<file path="src/rtl/tx_pkg.sv">
// Shared state encoding, default parameters and a width helper for the
// serial pattern transmitter.
package tx_pkg;

  typedef enum logic [1:0] {
    ST_IDLE  = 2'd0,
    ST_SHIFT = 2'd1,
    ST_GAP   = 2'd2
  } tx_state_t;

  localparam int DEF_WIDTH = 8;
  localparam int DEF_DIV   = 4;
  localparam int DEF_GAP   = 1;

  // Counter width for a modulus of n, never narrower than one bit.
  function automatic int min_one_clog2(input int n);
    return (n > 1) ? $clog2(n) : 1;
  endfunction

endpackage

</file>
<file path="src/rtl/bit_tick_gen.sv">
// DIV-cycle bit timer. tick marks the last cycle of a bit, bit_start the
// first; restart forces the next cycle to be the first cycle of a bit.
module bit_tick_gen
  import tx_pkg::*;
#(
  parameter int DIV = DEF_DIV
) (
  input  logic clk,
  input  logic reset,
  input  logic restart,
  output logic tick,
  output logic bit_start
);

  localparam int TW = min_one_clog2(DIV);

  logic [TW-1:0] cnt_q;

  assign tick      = (cnt_q == TW'(DIV - 1));
  assign bit_start = (cnt_q == '0);

  // Count 0..DIV-1, wrapping at the tick or on restart.
  always_ff @(posedge clk or negedge reset) begin
    if (!reset) begin
      cnt_q <= '0;
    end else if (restart || tick) begin
      cnt_q <= '0;
    end else begin
      cnt_q <= cnt_q + TW'(1);
    end
  end

endmodule

</file>
<file path="src/rtl/serial_pattern_tx.sv">
// Serial pattern transmitter: accepts a WIDTH-bit word over valid/ready and
// shifts it out MSB-first on w, DIV clocks per bit, with optional repeats,
// zero gap bits between repeats and a latched stop request.
module serial_pattern_tx
  import tx_pkg::*;
#(
  parameter int WIDTH = DEF_WIDTH,
  parameter int DIV   = DEF_DIV,
  parameter int GAP   = DEF_GAP
) (
  input  logic             clk,
  input  logic             reset,
  input  logic [WIDTH-1:0] data_in,
  input  logic             load_valid,
  output logic             load_ready,
  input  logic [3:0]       repeat_n,
  input  logic             stop,
  output logic             w,
  output logic             bit_strobe,
  output logic             busy,
  output logic             done
);

  localparam int BW = min_one_clog2(WIDTH);
  localparam int GW = min_one_clog2(GAP);

  tx_state_t        state_q, state_d;
  logic [WIDTH-1:0] shreg_q;
  logic [WIDTH-1:0] hold_q;
  logic [BW-1:0]    bit_idx_q;
  logic [GW-1:0]    gap_cnt_q;
  logic [3:0]       rem_q;
  logic             cont_q;
  logic             stop_q;
  logic             ready_q;
  logic             done_q;

  logic accept;
  logic busy_int;
  logic stop_eff;
  logic more;
  logic word_end;
  logic gap_end;
  logic reload;
  logic finish;
  logic restart;
  logic tick;
  logic bit_start;

  assign accept   = load_valid && ready_q && (state_q == ST_IDLE);
  assign busy_int = (state_q != ST_IDLE);
  // A stop seen on the deciding cycle counts as well as an earlier latched one.
  assign stop_eff = stop_q || stop;
  assign more     = cont_q || (rem_q > 4'd1);
  assign word_end = (state_q == ST_SHIFT) && tick && (bit_idx_q == BW'(WIDTH - 1));
  assign gap_end  = (state_q == ST_GAP) && tick && (gap_cnt_q == '0);
  assign restart  = (state_q == ST_IDLE) || (state_d != state_q) || reload;

  bit_tick_gen #(
    .DIV(DIV)
  ) u_tick (
    .clk      (clk),
    .reset    (reset),
    .restart  (restart),
    .tick     (tick),
    .bit_start(bit_start)
  );

  // State register.
  always_ff @(posedge clk or negedge reset) begin
    if (!reset) begin
      state_q <= ST_IDLE;
    end else begin
      state_q <= state_d;
    end
  end

  // Next-state decode, word reload and completion decisions.
  always_comb begin
    state_d = state_q;
    reload  = 1'b0;
    finish  = 1'b0;
    case (state_q)
      ST_IDLE: begin
        if (accept) begin
          state_d = ST_SHIFT;
        end
      end
      ST_SHIFT: begin
        if (word_end) begin
          if (more && !stop_eff) begin
            if (GAP > 0) begin
              state_d = ST_GAP;
            end else begin
              reload = 1'b1;
            end
          end else begin
            state_d = ST_IDLE;
            finish  = 1'b1;
          end
        end
      end
      ST_GAP: begin
        if (stop_eff) begin
          state_d = ST_IDLE;
          finish  = 1'b1;
        end else if (gap_end) begin
          state_d = ST_SHIFT;
          reload  = 1'b1;
        end
      end
      default: begin
        state_d = ST_IDLE;
      end
    endcase
  end

  // Datapath: shift register, hold copy, bit/gap/repeat counters, stop latch
  // and the registered ready/done outputs.
  always_ff @(posedge clk or negedge reset) begin
    if (!reset) begin
      shreg_q   <= '0;
      hold_q    <= '0;
      bit_idx_q <= '0;
      gap_cnt_q <= '0;
      rem_q     <= '0;
      cont_q    <= 1'b0;
      stop_q    <= 1'b0;
      ready_q   <= 1'b0;
      done_q    <= 1'b0;
    end else begin
      ready_q <= (state_d == ST_IDLE);
      done_q  <= finish;

      if (accept) begin
        stop_q <= stop;
      end else if (busy_int) begin
        stop_q <= stop_q || stop;
      end else begin
        stop_q <= 1'b0;
      end

      if (accept) begin
        shreg_q   <= data_in;
        hold_q    <= data_in;
        bit_idx_q <= '0;
      end else if (reload) begin
        shreg_q   <= hold_q;
        bit_idx_q <= '0;
      end else if (word_end) begin
        bit_idx_q <= '0;
      end else if ((state_q == ST_SHIFT) && tick) begin
        shreg_q   <= {shreg_q[WIDTH-2:0], 1'b0};
        bit_idx_q <= bit_idx_q + BW'(1);
      end

      if (accept) begin
        rem_q  <= repeat_n;
        cont_q <= (repeat_n == 4'd0);
      end else if (word_end && !cont_q) begin
        rem_q <= rem_q - 4'd1;
      end

      if ((state_d == ST_GAP) && (state_q != ST_GAP)) begin
        gap_cnt_q <= GW'((GAP > 0) ? GAP - 1 : 0);
      end else if ((state_q == ST_GAP) && tick && (gap_cnt_q != '0)) begin
        gap_cnt_q <= gap_cnt_q - GW'(1);
      end
    end
  end

  assign load_ready = ready_q;
  assign w          = (state_q == ST_SHIFT) && shreg_q[WIDTH-1];
  assign bit_strobe = busy_int && bit_start;
  assign busy       = busy_int;
  assign done       = done_q;

endmodule

</file>
<file path="config.mk">
export PLATFORM = sky130hd
export DESIGN_NAME = serial_pattern_tx
export DESIGN_NICKNAME = d
export VERILOG_FILES = /design/src/rtl/tx_pkg.sv /design/src/rtl/bit_tick_gen.sv /design/src/rtl/serial_pattern_tx.sv
export SDC_FILE = /design/constraint.sdc
export NUM_CORES = 1
export LEC_CHECK = 0
export ABC_AREA = 0
export CORE_ASPECT_RATIO = 0.9
export CORE_UTILIZATION = 30
export CTS_CLUSTER_SIZE = 8
export DETAILED_ROUTE_END_ITERATION = 6
export PLACE_DENSITY_LB_ADDON = 0.15
export SLEW_MARGIN = 5
export SYNTH_ARGS = -nofsm -noshare
export SYNTH_HDL_FRONTEND = slang
export SYNTH_HIERARCHICAL = 1
export SYNTH_SLANG_ARGS = --single-unit
</file>
<file path="constraint.sdc">
create_clock -name clk -period 2.8 [get_ports clk]
set_input_delay 0.28 -clock clk [delete_from_list [all_inputs] [get_ports clk]]
set_output_delay 0.28 -clock clk [all_outputs]
set_load 0.02 [all_outputs]
</file>
==> results of run 1 <==
## routing by layer
layer | up-vias | wire length, um
met1 | 661 | 2060
met2 | 34 | 1660
li1 | 699 | -
met5 | - | 0
met4 | 0 | 61
met3 | 7 | 145
## final timing paths
path | end | slack [ns] | cells past startpoint
worst max-delay path | w | 0.45 | 4
worst min-delay path | u_tick/cnt_q[0] | 0.41 | 2
worst max register to register | shreg_q[4] | 0.53 | 6
worst min register to register | hold_q[3] | 0.48 | 1
max in group asynchronous | hold_q[1] | 2.08 | 2
min in group clk | hold_q[3] | 0.48 | 1
## cell usage after synthesis (2+ instances only)
master and n:
a21oi_1 5, inv_1 10, dfrtp_1 32, nor3_1 2, ha_1 10, nand2_1 22, a221o_1 7, a211oi_1 2
o21ai_1 6, clkbuf_1 2, o21ai_0 10, nand3_1 11, nor2_1 9, xnor2_1 3, and2_2 6, or4_1 2
a31oi_1 3, buf_6 5, and2_1 3, a21o_1 8
## per-stage QoR
step / utilization (%) / hold slack (ns) / area [um2] / std cells
floorplan: - / -0.0156 / 1840 / 186
global placement: 35.7 / 0.471 / 2070 / 270
detailed placement: 35.7 / 0.465 / 2070 / 270
CTS: 37.3 / 0.417 / 2160 / 278
global route: 37.3 / 0.451 / 2160 / 278
finish: 37.3 / 0.405 / 2160 / 278
## final cells by class
| cell class | instances | share of cell area [%] |
|---|---|---|
| clock inverters | 2 | 0.464 |
| multi-input cells | 134 | 42.1 |
| well taps | 70 | 4.06 |
| clock buffers | 6 | 3.83 |
| repair buffers | 24 | 10.7 |
| inverters | 10 | 1.74 |
| flip-flops and latches | 32 | 37.1 |
## placed cells by master (no fill, tap or decap), types with 2 or more instances in the layout
cell | Yosys | final
dfrtp_1 | 32 | 32
o21ai_1 | 6 | 6
a21oi_1 | 5 | 5
buf_4 | 1 | 4
a211oi_1 | 2 | 2
nand2_1 | 22 | 22
or4_1 | 2 | 2
nor3_1 | 2 | 2
nor2_1 | 9 | 9
a21o_1 | 8 | 8
xnor2_1 | 3 | 3
clkdlybuf4s50_1 | 0 | 20
clkinv_2 | 0 | 2
a31oi_1 | 3 | 3
clkbuf_8 | 0 | 6
inv_1 | 10 | 10
nand3_1 | 11 | 11
a221o_1 | 7 | 7
and2_2 | 6 | 6
and2_1 | 3 | 3
ha_1 | 10 | 10
o21ai_0 | 10 | 10
## sequential cells by signal, indices dropped and copies added, names as in the netlist
name / flops
bit_idx_q: 3
cont_q: 1
done: 1
gap_cnt_q: 1
hold_q: 8
load_ready: 1
rem_q: 4
shreg_q: 8
state_q: 2
stop_q: 1
u_tick/cnt_q: 2
## power breakdown
part           total [mW]  leakage (nW)  internal (mW)  switching (mW)
clock               0.373        0.0510          0.196           0.177
sequential          0.803         0.404          0.659           0.144
combinational       0.794         0.514          0.369           0.424
total                1.97         0.969           1.23           0.745
## cell families after synthesis
group	Yosys count
muxes	1
adders and majority gates	10
buffers and inverters	20
and+or+nand+nor	72
AOI/OAI and AO/OA	48
xor gates and xnor gates	3
DFF	32
## critical path, delay by kind of cell, from the launching register on
| kind | cells | cell delay [ns] |
|---|---|---|
| buf+inv | 2 | 0.73 |
| flops | 1 | 0.47 |
| fa+ha+maj | 1 | 0.39 |
| simple gates | 1 | 0.19 |
==> summary.md, run 1 <==
| Metric | Value |
|---|---|
| Largest family of logic cells by synthesized area | `simple AND/OR/NAND/NOR gates` |
| Post-Synthesis Cells | `about 190` |
| Worst R2R Start | `state_q[0]` |
| Synth Area in Adders | `6.78%` |
| Die Area | `6470 um2` |
| Overflow after GRT | `0` |
| WL final | `about 3.9 mm` |
| YS warnings | `6` |
| Final period utilization | `83.9%` |
| Final setup violation count | `0` |
| Worst Path Class, Setup | `flop to primary output` |
| Simple logic cell fraction of the synthesized area | `a little under a quarter` |
| Worst-margin pin slew | `0.563 ns` |
| GRT met2 Usage | `20.4%` |
| Multi-input logic area | `~900 um2` |
| Post-Route Setup TNS | `0 ns` |
| Die X | `84.6 um` |
| H-tree levels | `2` |
| Initial antenna violation count | `0` |
| Post-synth EDFFs | `0` |
| Post-Syn Area | `roughly 1800 um2` |
| Max-Cap Viols | `0` |
| Critical Path AT | `~2.1 ns` |
| Crit path cell chain | `inv_1 > ha_1 > and2_1 > clkdlybuf4s50_1` |
| Vias in the first global route | `1404` |
| CTS sink count | `32` |
| Crit path required time | `2.52 ns` |
| Global-route wire length before repair | `6.81 mm` |
| Hold Crit Class | `input port to asynchronous set/reset pin` |
| Total CTS buffers | `5` |
| Compound-Gate Fraction of Synth Area | `around 18%` |
| Row count | `26` |
| Crit. End Element | `primary output` |
| Post-synthesis mux area share | `less than 1%` |
| Largest net degree at the start of global routing | `33` |
| Setup Buffers After CTS | `0` |
| Lkg Pwr | `a little under 1 nW` |
| Via count | `approximately 1400` |
| Worst vdd ir | `0.000305 V` |
| Die Ht | `around 76 um` |
| Setup Skew | `roughly 0.0030 ns` |
| Clk pin slew, worst setup/hold paths | `0.07 ns` |
| Clk root buf | `clkbuf_8` |
| Largest fanout on the critical path | `10` |
| Post-DR vias/cell | `5.04` |
| Worst-Skew Late Latency | `0.28 ns` |
| Max Clk Rate | `approximately 430 MHz` |
| Area contributors post-synth | `dfrtp_1, ha_1, nand2_1` |
| Max transition margin | `62.5%` |
| Total core area | `~5800 um2` |
| Antenna-violating nets left | `0` |
| Estimated wirelength of the detail-placed design | `2.70 mm` |
| Critical Path Start | `state_q[1]` |
| Hold Fails Final Rpt | `0` |
| RD Place Congestion | `0.777` |
| Setup WS pre-CTS | `around 0.53 ns` |
| Starting density of the core | `between 30% and 40%` |
| Flops & latches, synth | `32` |
| Syn Area/Cell | `around 10 um2` |
| Distinct cells, synth | `48` |
| Largest area contributor in the netlist | `dfrtp_1` |
| Ant. Diodes | `0` |
| PortBufs | `20` |
| Fin. max-slew vios | `0` |
| Ys flop type | `dfrtp_1` |
| CP startpoint kind | `flop` |
| Area grow syn2layout | `17.0%` |
| Final worst slack | `roughly 0.45 ns` |
| Post-synthesis xor/xnor area fraction | `1.42%` |
| Post-layout minimum cycle time | `about 2.3 ns` |
| Register area | `roughly 800 um2` |
| TritonCTS clock tree | `done` |
| Worst path slowest cell | `clkdlybuf4s50_1` |
| Syn Nets | `212` |
| Met3 usage in global routing | `~3.4%` |
| Slowest cell delay on critical path | `0.60 ns` |
| Post-CTS Hold Fix Bufs | `0` |
| Boundary Pins | `21` |
| RSZ-0062 raised after global routing | `no` |
| Layout cell share with drive strength beyond 1 | `between 10% and 20%` |
| Top Usage Layer GRT | `met2` |
| Cell Pwr Density | `about 900 nW/um2` |
| Post-synth top area share | `~43%` |
| Sequential fraction of the synthesis area | `a little over two fifths` |
| Fin nets | `around 230` |
| Cts repair resizes | `0` |
| Status | `complete, no violations` |
| Routed WL per cell | `between 10 and 15 um` |
| FFs w/ async S/R, synth | `100%` |
| DRC Markers | `0` |
| Total power | `roughly 2.0 mW` |
| Filler Cell Count | `605` |
| Met1 usage | `a little under a fifth` |
| Iter 0 DRT Violations | `60` |
| Global Route Usage Sum | `a little over an eighth` |
| DR pass1 iterations | `4` |
| Clk buf depth | `2` |
No activity file was read; power rests on OpenSTA's default activity.
==> inputs of run 2 (changes only) <==
==> constraint.sdc (replaced) <==
create_clock -name clk -period 2.4 [get_ports clk]
set_input_delay 0.24 -clock clk [delete_from_list [all_inputs] [get_ports clk]]
set_output_delay 0.24 -clock clk [all_outputs]
set_load 0.02 [all_outputs]
==> summary.md, run 2 (synthesis results as in run 1) <==
| Metric | Value |
|---|---|
| Lkg Pwr | `0.997 nW (+2.9%)` |
| Total CTS buffers | `5 (unchanged)` |
| Antenna-violating nets left | `0 (unchanged)` |
| Via count | `1406 (+0.36%)` |
| Overflow after GRT | `0 (unchanged)` |
| Crit path buf inv count | `2 (unchanged)` |
| Ant. Diodes | `0 (unchanged)` |
| Post-DR vias/cell | `5.00 (-0.71%)` |
| Worst vdd ir | `0.000304 V (-0.43%)` |
| Crit. End Element | `primary output` |
| Clk pin slew, worst setup/hold paths | `0.07 ns (about the same)` |
| Setup Buffers After CTS | `0 (unchanged)` |
| DRC Markers | `0 (unchanged)` |
| DR pass1 iterations | `4 (unchanged)` |
| Largest net degree at the start of global routing | `33 (unchanged)` |
| Cts repair resizes | `0 (unchanged)` |
| Routed WL per cell | `13.9 um (-1.3%)` |
| Crit-path leading delay family | `buffers and inverters` |
| Slowest cell delay on critical path | `0.60 ns (about the same)` |
| Top Usage Layer GRT | `met2` |
| H-tree levels | `2 (unchanged)` |
| CTS sink count | `32 (unchanged)` |
| Estimated wirelength of the detail-placed design | `2.73 mm (+1.0%)` |
| Reg2Reg Setup Slack | `0.33 ns (-0.20 ns)` |
| Met1 usage | `19.1% (+0.23 points)` |
| Largest fanout on the critical path | `10 (unchanged)` |
| Max-Cap Viols | `0 (unchanged)` |
| Worst Path Class, Setup | `flop to primary output` |
| Area grow syn2layout | `20.1%` |
| Crit path required time | `2.16 ns (-0.36 ns)` |
| Total core area | `5790 um2 (unchanged)` |
| Iter 0 DRT Violations | `66 (+10%)` |
| Crit path cell chain | `inv_1 > ha_1 > and2_1 > clkdlybuf4s50_1` |
| Global-route wire length before repair | `6.70 mm (-1.6%)` |
| Die Area | `6470 um2 (unchanged)` |
| Row count | `26 (unchanged)` |
| Post-layout minimum cycle time | `~2.3 ns` |
| Fin. max-slew vios | `0 (unchanged)` |
| Commonest non-fill, non-tap cells in the layout | `dfrtp_1, nand2_1, clkdlybuf4s50_1` |
| Max Clk Rate | `between 400 and 500 MHz` |
| Layout cell share with drive strength beyond 1 | `14.7% (+1.2 points)` |
| Global Route Usage Sum | `13.3% (-0.39 points)` |
| Cell Pwr Density | `1100 nW/um2 (+20%)` |
| Boundary Pins | `21 (unchanged)` |
| Hold Crit Class | `input port to asynchronous set/reset pin` |
| Max transition margin | `72.3% (+9.8 points)` |
| Post-Route Setup TNS | `0 ns (unchanged)` |
| TritonCTS clock tree | `done` |
| Met3 usage in global routing | `3.25% (-0.11 points)` |
| FF-to-FF End | `shreg_q[1]` |
| Final period utilization | `95.7%` |
| Vias in the first global route | `1369 (-2.5%)` |
| PortBufs | `20 (unchanged)` |
| WL final | `3.92 mm (-0.28%)` |
| Post-CTS Hold Fix Bufs | `0 (unchanged)` |
| Initial antenna violation count | `0 (unchanged)` |
| Worst R2R Start | `state_q[0]` |
| GRT met2 Usage | `19.3% (-1.1 points)` |
| RSZ-0062 raised after global routing | `no` |
| R2R cell count | `6 (unchanged)` |
| Hold Fails Final Rpt | `0 (unchanged)` |
| Critical Path AT | `2.06 ns (about the same)` |
| Largest regs | `hold_q: 8 flops, shreg_q: 8 flops, rem_q: 4 flops` |
| Fin nets | `236 (+1.3%)` |
| Worst-Skew Late Latency | `0.28 ns (about the same)` |
| Starting density of the core | `31.8% (unchanged)` |
| Die Ht | `76.4 um (unchanged)` |
| Clk root buf | `clkbuf_8` |
| Die X | `84.6 um (unchanged)` |
| Worst path slowest cell | `clkdlybuf4s50_1` |
| Clk buf depth | `2 (unchanged)` |
| Setup Skew | `0.00318 ns (+0.000135 ns)` |
| Util after Layout | `38.2% (+0.97 points)` |
| Most common library cell in the layout ignoring fill and taps | `dfrtp_1` |
| Status | `complete, no violations` |
| CP startpoint kind | `flop` |
| RD Place Congestion | `0.795 (+2.3%)` |
| Worst-margin pin slew | `0.414 ns (-0.148 ns)` |
| Final setup violation count | `0 (unchanged)` |
run 2: cell count changes in the layout (fill, tap and decap cells not counted):
| cell | delta |
|---|---|
| buf_4 | +3 |
| clkinv_2 | -2 |
| bufinv_16 | +1 |
| clkbuf_8 | +1 |
run 2: final cells by class:
class | count | area (um2)
inverters | 10 | 37.5
clock inverters | 1 | 30.0
repair buffers | 27 | 253
well taps | 70 | 87.6
clock buffers | 7 | 96.3
flip-flops and latches | 32 | 801
fillers | 602 | 3580
multi-input cells | 134 | 910
run 2: report_power, final:
part	total (mW)	switching (mW)	leakage (nW)	internal, mW
combinational	0.915	0.484	0.529	0.431
clock	0.571	0.205	0.0645	0.366
sequential	0.944	0.174	0.404	0.769
total	2.43	0.863	0.997	1.57
run 2: worst register-to-register path, delay by kind of cell, from the launching register on:
kind                     cells  cell delay, ns
AND/OR/NAND/NOR              2            0.52
flip-flops                   1            0.49
buffers and inverters        2            0.38
adder cells (fa/ha/maj)      1            0.32
AO/OA/AOI/OAI                1            0.25
run 2: routing by layer:
layer	wire length (um)	up-vias
met3	149	6
met5	0	-
li1	-	706
met4	41	0
met2	1720	34
met1	2010	660
run 2: worst max-delay path by stage:
stage	slack, ns	to	depth (start not counted)	startpoint
final	0.10	w	4	state_q[1]
after global routing	0.005	w	4	state_q[1]
after CTS	0.11	w	4	state_q[1]
after detailed placement	0.34	shreg_q[1]	6	state_q[0]
after global placement	0.30	shreg_q[1]	6	state_q[0]
after floorplan	0.57	u_tick/cnt_q[1]	9	u_tick/cnt_q[0]
run 2: per-stage QoR:
| stage | cell area, um2 | setup WS, ns | std cells | hold slack (ns) | power (mW) |
|---|---|---|---|---|---|
| after detailed placement | 2090 | 0.339 | 273 | 0.463 | 1.87 |
| after global placement | 2090 | 0.301 | 273 | 0.460 | 1.87 |
| final | 2210 | 0.103 | 281 | 0.364 | 2.43 |
| after CTS | 2210 | 0.107 | 281 | 0.377 | 2.45 |
| after global routing | 2210 | 0.00484 | 281 | 0.409 | 2.63 |
| after floorplan | 1840 | 0.571 | 186 | -0.0556 | 1.59 |
==> edit 1 (config.mk and constraints of run 2) <==
Set the package constant `DEF_DIV` to 5 (it was 4).
--- a/src/rtl/tx_pkg.sv
+++ b/src/rtl/tx_pkg.sv
@@ -10,5 +10,5 @@
 
   localparam int DEF_WIDTH = 8;
-  localparam int DEF_DIV   = 4;
+  localparam int DEF_DIV   = 5;
   localparam int DEF_GAP   = 1;
 
Function: changed (Yosys sat finds a counterexample within 10 cycles, from zero or initial values and one cycle with reset low).
==> edit 1 against run 2 <==
Sequential power decreased by 0.5%. Sequential cell count increased by 1. Final area increased by 3.1%. Setup slack improved by 0.11 ns. Count of clock-buffer cells in the layout unchanged. Register-to-register slack improved by 0.07 ns. Combinational power increased by 0.4%. Synthesized cell count increased by 3.2%. Power decreased by 1.5%. Critical path depth unchanged. Synthesized area increased by 2.8%. Global-route usage increased by 0.12 points. Routed wire length increased by 1.0%. Largest cell class unchanged.
==> edit 1: results (changes against run 2) <==
routing usage on met3: 3.30% (+0.048 points)
First DRT Iteration DRCs: 94 (+42%)
clock buffer depth: 2 (unchanged)
Post-synth ARST share: 100% (unchanged)
Max VDD drop: 275 uV (-9.3%)
Post-Place Cells: 296 (+8.4%)
final WL: 3960 um (+1.0%)
Slew HR: 71.6% (-0.66 points)
M1 GR Usage: 19.0% (-0.045 points)
Post-CTS Setup Bufs: 0 (unchanged)
Post-DP HPWL: 2850 um (+4.3%)
Vias per Instance: 4.76 (-4.9%)
share of cells above drive strength 1: 14.3% (-0.41 points)
wire per inst: 13.0 um (-6.6%)
IO Port Bufs: 20 (unchanged)
global-route usage over all layers: 13.4% (+0.12 points)
Detailed Routing Iterations Pass 1: 5 (+1)
CP max stage delay: 0.60 ns (about the same)
reg2reg start: state_q[0]
peak fanout along the critical path: 10 (unchanged)
Num CTS Buffers: 5 (unchanged)
Final #Nets: 242 (+2.5%)
top cells by area, synth: dfrtp_1 44%, ha_1 6.6%, nand2_1 4.4%, a221o_1 3.7%, a21o_1 3.2%
largest net degree at the start of global routing: 34 (+3.0%)
Max-cap violations: 0 (unchanged)
fillers: 635 (+5.5%)
post-synthesis sequential area ratio: 43.5% (+0.12 points)
largest registers: hold_q x8, shreg_q x8, rem_q x4
clock root buffer: clkbuf_8
CP max-delay cell: clkdlybuf4s50_1
initial antenna violation count: 0 (unchanged)
status: complete, no violations
Register-to-Register Setup Slack: 0.40 ns (+0.07 ns)
Hold Path Class: in -> async
post-synth cell types: 48 (unchanged)
most common library cells after synthesis: 33 x dfrtp_1, 22 x nand2_1, 11 x nand3_1
vias in the first global route: 1407 (+2.8%)
first-pass GRT wire length: 6870 um (+2.6%)
Gate Count Post-Synth: 192 (+3.2%)
R2R cell count: 8 (+2)
Clock Skew: 0.00634 ns (+0.00316 ns)
gp weighted congestion: 0.850 (+7.0%)
yosys warns: 6 (unchanged)
diode count: 0 (unchanged)
Crit Reg-Reg Endpoint: u_tick/cnt_q[0]
Worst-path clk slew: 0.06 ns
GR met2 Demand/Resource: 19.2% (-0.068 points)
LEAKAGE: 1.01 nW (+0.97%)
Fin Hold WS: 0.359 ns (-0.00505 ns)
H-tree levels: 2 (unchanged)
Post-Syn Nets: 218 (+2.8%)
==> edit 1: layout make-up <==
class | count | area (um2) | share of cell area (%)
tap | 87 | 109 | 4.77
sequential | 33 | 826 | 36.2
inverter | 10 | 37.5 | 1.64
timing repair buffer | 27 | 253 | 11.1
multi-input combinational | 139 | 941 | 41.2
clock inverter | 1 | 30.0 | 1.32
clock buffer | 7 | 86.3 | 3.78
==> edit 1: stage by stage <==
stage | cell area (um2) | setup WS, ns
2_1_floorplan | 1900 | 0.400
3_3_place_gp | 2160 | 0.338
3_5_place_dp | 2160 | 0.282
4_1_cts | 2280 | 0.0985
5_1_grt | 2280 | 0.0898
6_report | 2280 | 0.212
==> edit 1: cells by family (layout without fill, tap and decap cells) <==
| logic type | Yosys count | in the layout | share of synthesized area, % |
|---|---|---|---|
| multiplexers | 1 | 1 | 0.528 |
| AO/OA/AOI/OAI | 49 | 49 | 17.7 |
| flip-flops | 33 | 33 | 43.5 |
| AND/OR/NAND/NOR | 76 | 76 | 23.2 |
| buffers and inverters | 20 | 45 | 7.06 |
| adder cells (fa/ha/maj) | 10 | 10 | 6.60 |
| XOR/XNOR | 3 | 3 | 1.39 |
==> edit 1: power breakdown <==
part / internal, mW / leakage [nW] / switching, mW
logic: 0.442 / 0.532 / 0.477
registers: 0.778 / 0.417 / 0.161
clock network: 0.338 / 0.0585 / 0.196
==> edit 1: worst max path at each step <==
stage,from,endpoint,cells after the start,slack [ns]
floorplan,u_tick/cnt_q[0],u_tick/cnt_q[1],11,0.40
global placement,u_tick/cnt_q[0],u_tick/cnt_q[0],8,0.34
detailed placement,u_tick/cnt_q[0],u_tick/cnt_q[1],8,0.28
CTS,state_q[1],w,4,0.1
global route,state_q[1],w,4,0.09
finish,state_q[1],w,4,0.21
==> edit 1: worst max-delay path, delay by kind of cell, from the launching register on <==
family        cells  cell delay (ns)
simple gates      1             0.17
fa+ha+maj         1             0.30
flops             1             0.46
buf+inv           2             0.74
==> edit 1: what timing repair did <==
action | CTS | global route
endpoints found under the setup margin | 0 | 2
endpoints found under the hold margin | 0 | 0
gates resized for setup | 0 | 2
==> edit 1: per-layer routing <==
layer / part of all wire, % / wire, um / vias to the layer above
met5: 0 / 0 / -
met4: 2.3 / 90 / 0
met3: 3.6 / 141 / 10
met2: 42 / 1670 / 37
met1: 52 / 2060 / 676
li1: - / - / 723
==> edit 2 (settings of run 2) <==
Made on the original files. Re-encode `tx_state_t` (3 states) as one-hot, 3 bits wide.
--- a/src/rtl/tx_pkg.sv
+++ b/src/rtl/tx_pkg.sv
@@ -3,8 +3,8 @@
 package tx_pkg;
 
-  typedef enum logic [1:0] {
-    ST_IDLE  = 2'd0,
-    ST_SHIFT = 2'd1,
-    ST_GAP   = 2'd2
+  typedef enum logic [2:0] {
+    ST_IDLE  = 3'b001,
+    ST_SHIFT = 3'b010,
+    ST_GAP   = 3'b100
   } tx_state_t;
 
Check against the original RTL: same outputs for any inputs over 10 cycles, from zero or initial values and one cycle with reset low; not proved beyond that.
==> edit 2 against run 2 <==
Synthesized area up 2.4%. Routed wire length up 8.3%. Fmax up 2.2%. Core utilization fell by 0.92 points. First-iteration DRC count is 14% higher. Setup slack better by 0.051 ns. Die area rose by 2.4%. Power is 1.4% lower. Final area grew 3.1%. Sequential cell count grew 1. Hold slack lost 0.0094 ns. Critical path type unchanged. Largest power group is now combinational cells. Highest routed layer unchanged.
==> edit 2: results (changes against run 2) <==
Final #Nets: 236 (unchanged)
Register-to-Register Setup Slack: 0.25 ns (-0.08 ns)
WP data arrival: 2.01 ns (-0.05 ns)
Post-DP HPWL: 2880 um (+5.5%)
Fin Hold WS: 0.354 ns (-0.00937 ns)
reg2reg start: state_q[0]
share of cells above drive strength 1: 17.2% (+2.5 points)
status: complete, no violations
Clock Skew: 0.00603 ns (+0.00284 ns)
Vias per Instance: 4.85 (-3.0%)
gp weighted congestion: 0.737 (-7.3%)
vias in the first global route: 1461 (+6.7%)
global-route usage over all layers: 14.3% (+1.0 points)
post-synth cell types: 49 (+2.1%)
top cells by area, synth: dfrtp_1 42%, nand2_1 6.4%, mux2_2 4.2%, nand4b_1 4.2%, ha_1 4.0%
R2R cell count: 5 (-1)
Hold Path Class: in -> async
clock latency on the worst-skew pair: 0.29 ns
fillers: 626 (+4.0%)
first-pass GRT wire length: 7160 um (+6.9%)
LEAKAGE: 0.945 nW (-5.3%)
Num CTS Buffers: 5 (unchanged)
First DRT Iteration DRCs: 75 (+14%)
Max VDD drop: 346 uV (+14%)
Post-Syn Nets: 215 (+1.4%)
wire per inst: 14.1 um (+0.79%)
post-synthesis sequential area ratio: 43.8% (+0.36 points)
largest net degree at the start of global routing: 34 (+3.0%)
most common library cells after synthesis: 32 x dfrtp_1, 32 x nand2_1, 12 x o21ai_0, 10 x nor2_1
Slew HR: 69.0% (-3.3 points)
Switch Pwr: 0.844 mW (-2.2%)
Crit Reg-Reg Endpoint: shreg_q[0]
H-tree levels: 2 (unchanged)
[edit 2: cell count changes in the layout (fill, tap and decap cells not counted), moves of 4 or more]
cell and change:
nand2_1 +10, nand3_1 -9, a21o_1 -8, nand4b_1 +8, mux2_2 +7, nor3_1 +7, and2_2 -6, a221o_1 -5
o21ai_1 -5, a31oi_1 +4, ha_1 -4
[edit 2: metal layers]
metal	global-route usage, %	part of all wire [%]	vias up	routed length (um)
met2	21.2	44	23	1880
met1	19.8	51	712	2160
met3	3.34	2.9	8	123
li1	-	-	723	-
met5	0	0	-	0
met4	6.00	1.8	0	76
[edit 2: layout make-up]
| class | count | share of cell area, % |
|---|---|---|
| Multi-Input combinational cell | 140 | 41.7 |
| Sequential cell | 33 | 36.2 |
| Timing Repair Buffer | 26 | 10.7 |
| Tap cell | 87 | 4.77 |
| Clock buffer | 6 | 3.62 |
| Clock inverter | 2 | 1.64 |
| Inverter | 8 | 1.32 |
[edit 2: cell families (layout without fill, tap and decap cells)]
group / after synthesis / count (layout) / share of synthesized area [%]
AOI/OAI and AO/OA: 34 / 34 / 11.7
and+or+nand+nor: 88 / 88 / 27.6
xor gates and xnor gates: 3 / 3 / 1.39
adders and majority gates: 6 / 6 / 3.97
buffers and inverters: 20 / 42 / 6.03
muxes: 9 / 9 / 5.50
DFF: 33 / 33 / 43.8
[edit 2: critical path, stage by stage (launching register included)]
cell and delay (ns):
dfstp_2 0.62, or3b_4 0.41, and2_1 0.16, clkdlybuf4s50_1 0.53
[edit 2: power by group through the flow]
stage | logic [mW] | registers [mW] | clock network, mW
floorplan | 0.725 | 0.875 | 0
global placement | 0.913 | 0.927 | 0
detailed placement | 0.915 | 0.928 | 0
CTS | 0.919 | 0.917 | 0.575
global route | 1.04 | 0.949 | 0.601
finish | 0.922 | 0.918 | 0.557
[edit 2: worst max-delay path by stage]
stage	from	end	slack, ns	cells after the start
floorplan	u_tick/cnt_q[0]	shreg_q[1]	0.56	6
global placement	state_q[0]	bit_strobe	0.33	3
detailed placement	state_q[0]	shreg_q[0]	0.33	4
CTS	state_q[0]	bit_strobe	0.02	3
global route	state_q[0]	bit_strobe	0.09	3
finish	state_q[0]	bit_strobe	0.15	3
[edit 2: what timing repair did]
item / CTS / global route
buffers inserted: 0 / 1
endpoints found under the setup margin: 0 / 2
gates resized for setup: 0 / 1
[edit 2: metrics by stage]
stage	instance area (um2)	setup WS, ns	cells	power (mW)	utilization [%]
finish	2280	0.154	302	2.40	37.3
global route	2280	0.0908	302	2.59	37.3
CTS	2270	0.0151	301	2.41	37.2
detailed placement	2150	0.328	293	1.84	35.2
global placement	2150	0.331	293	1.84	35.2
floorplan	1890	0.562	193	1.60	-
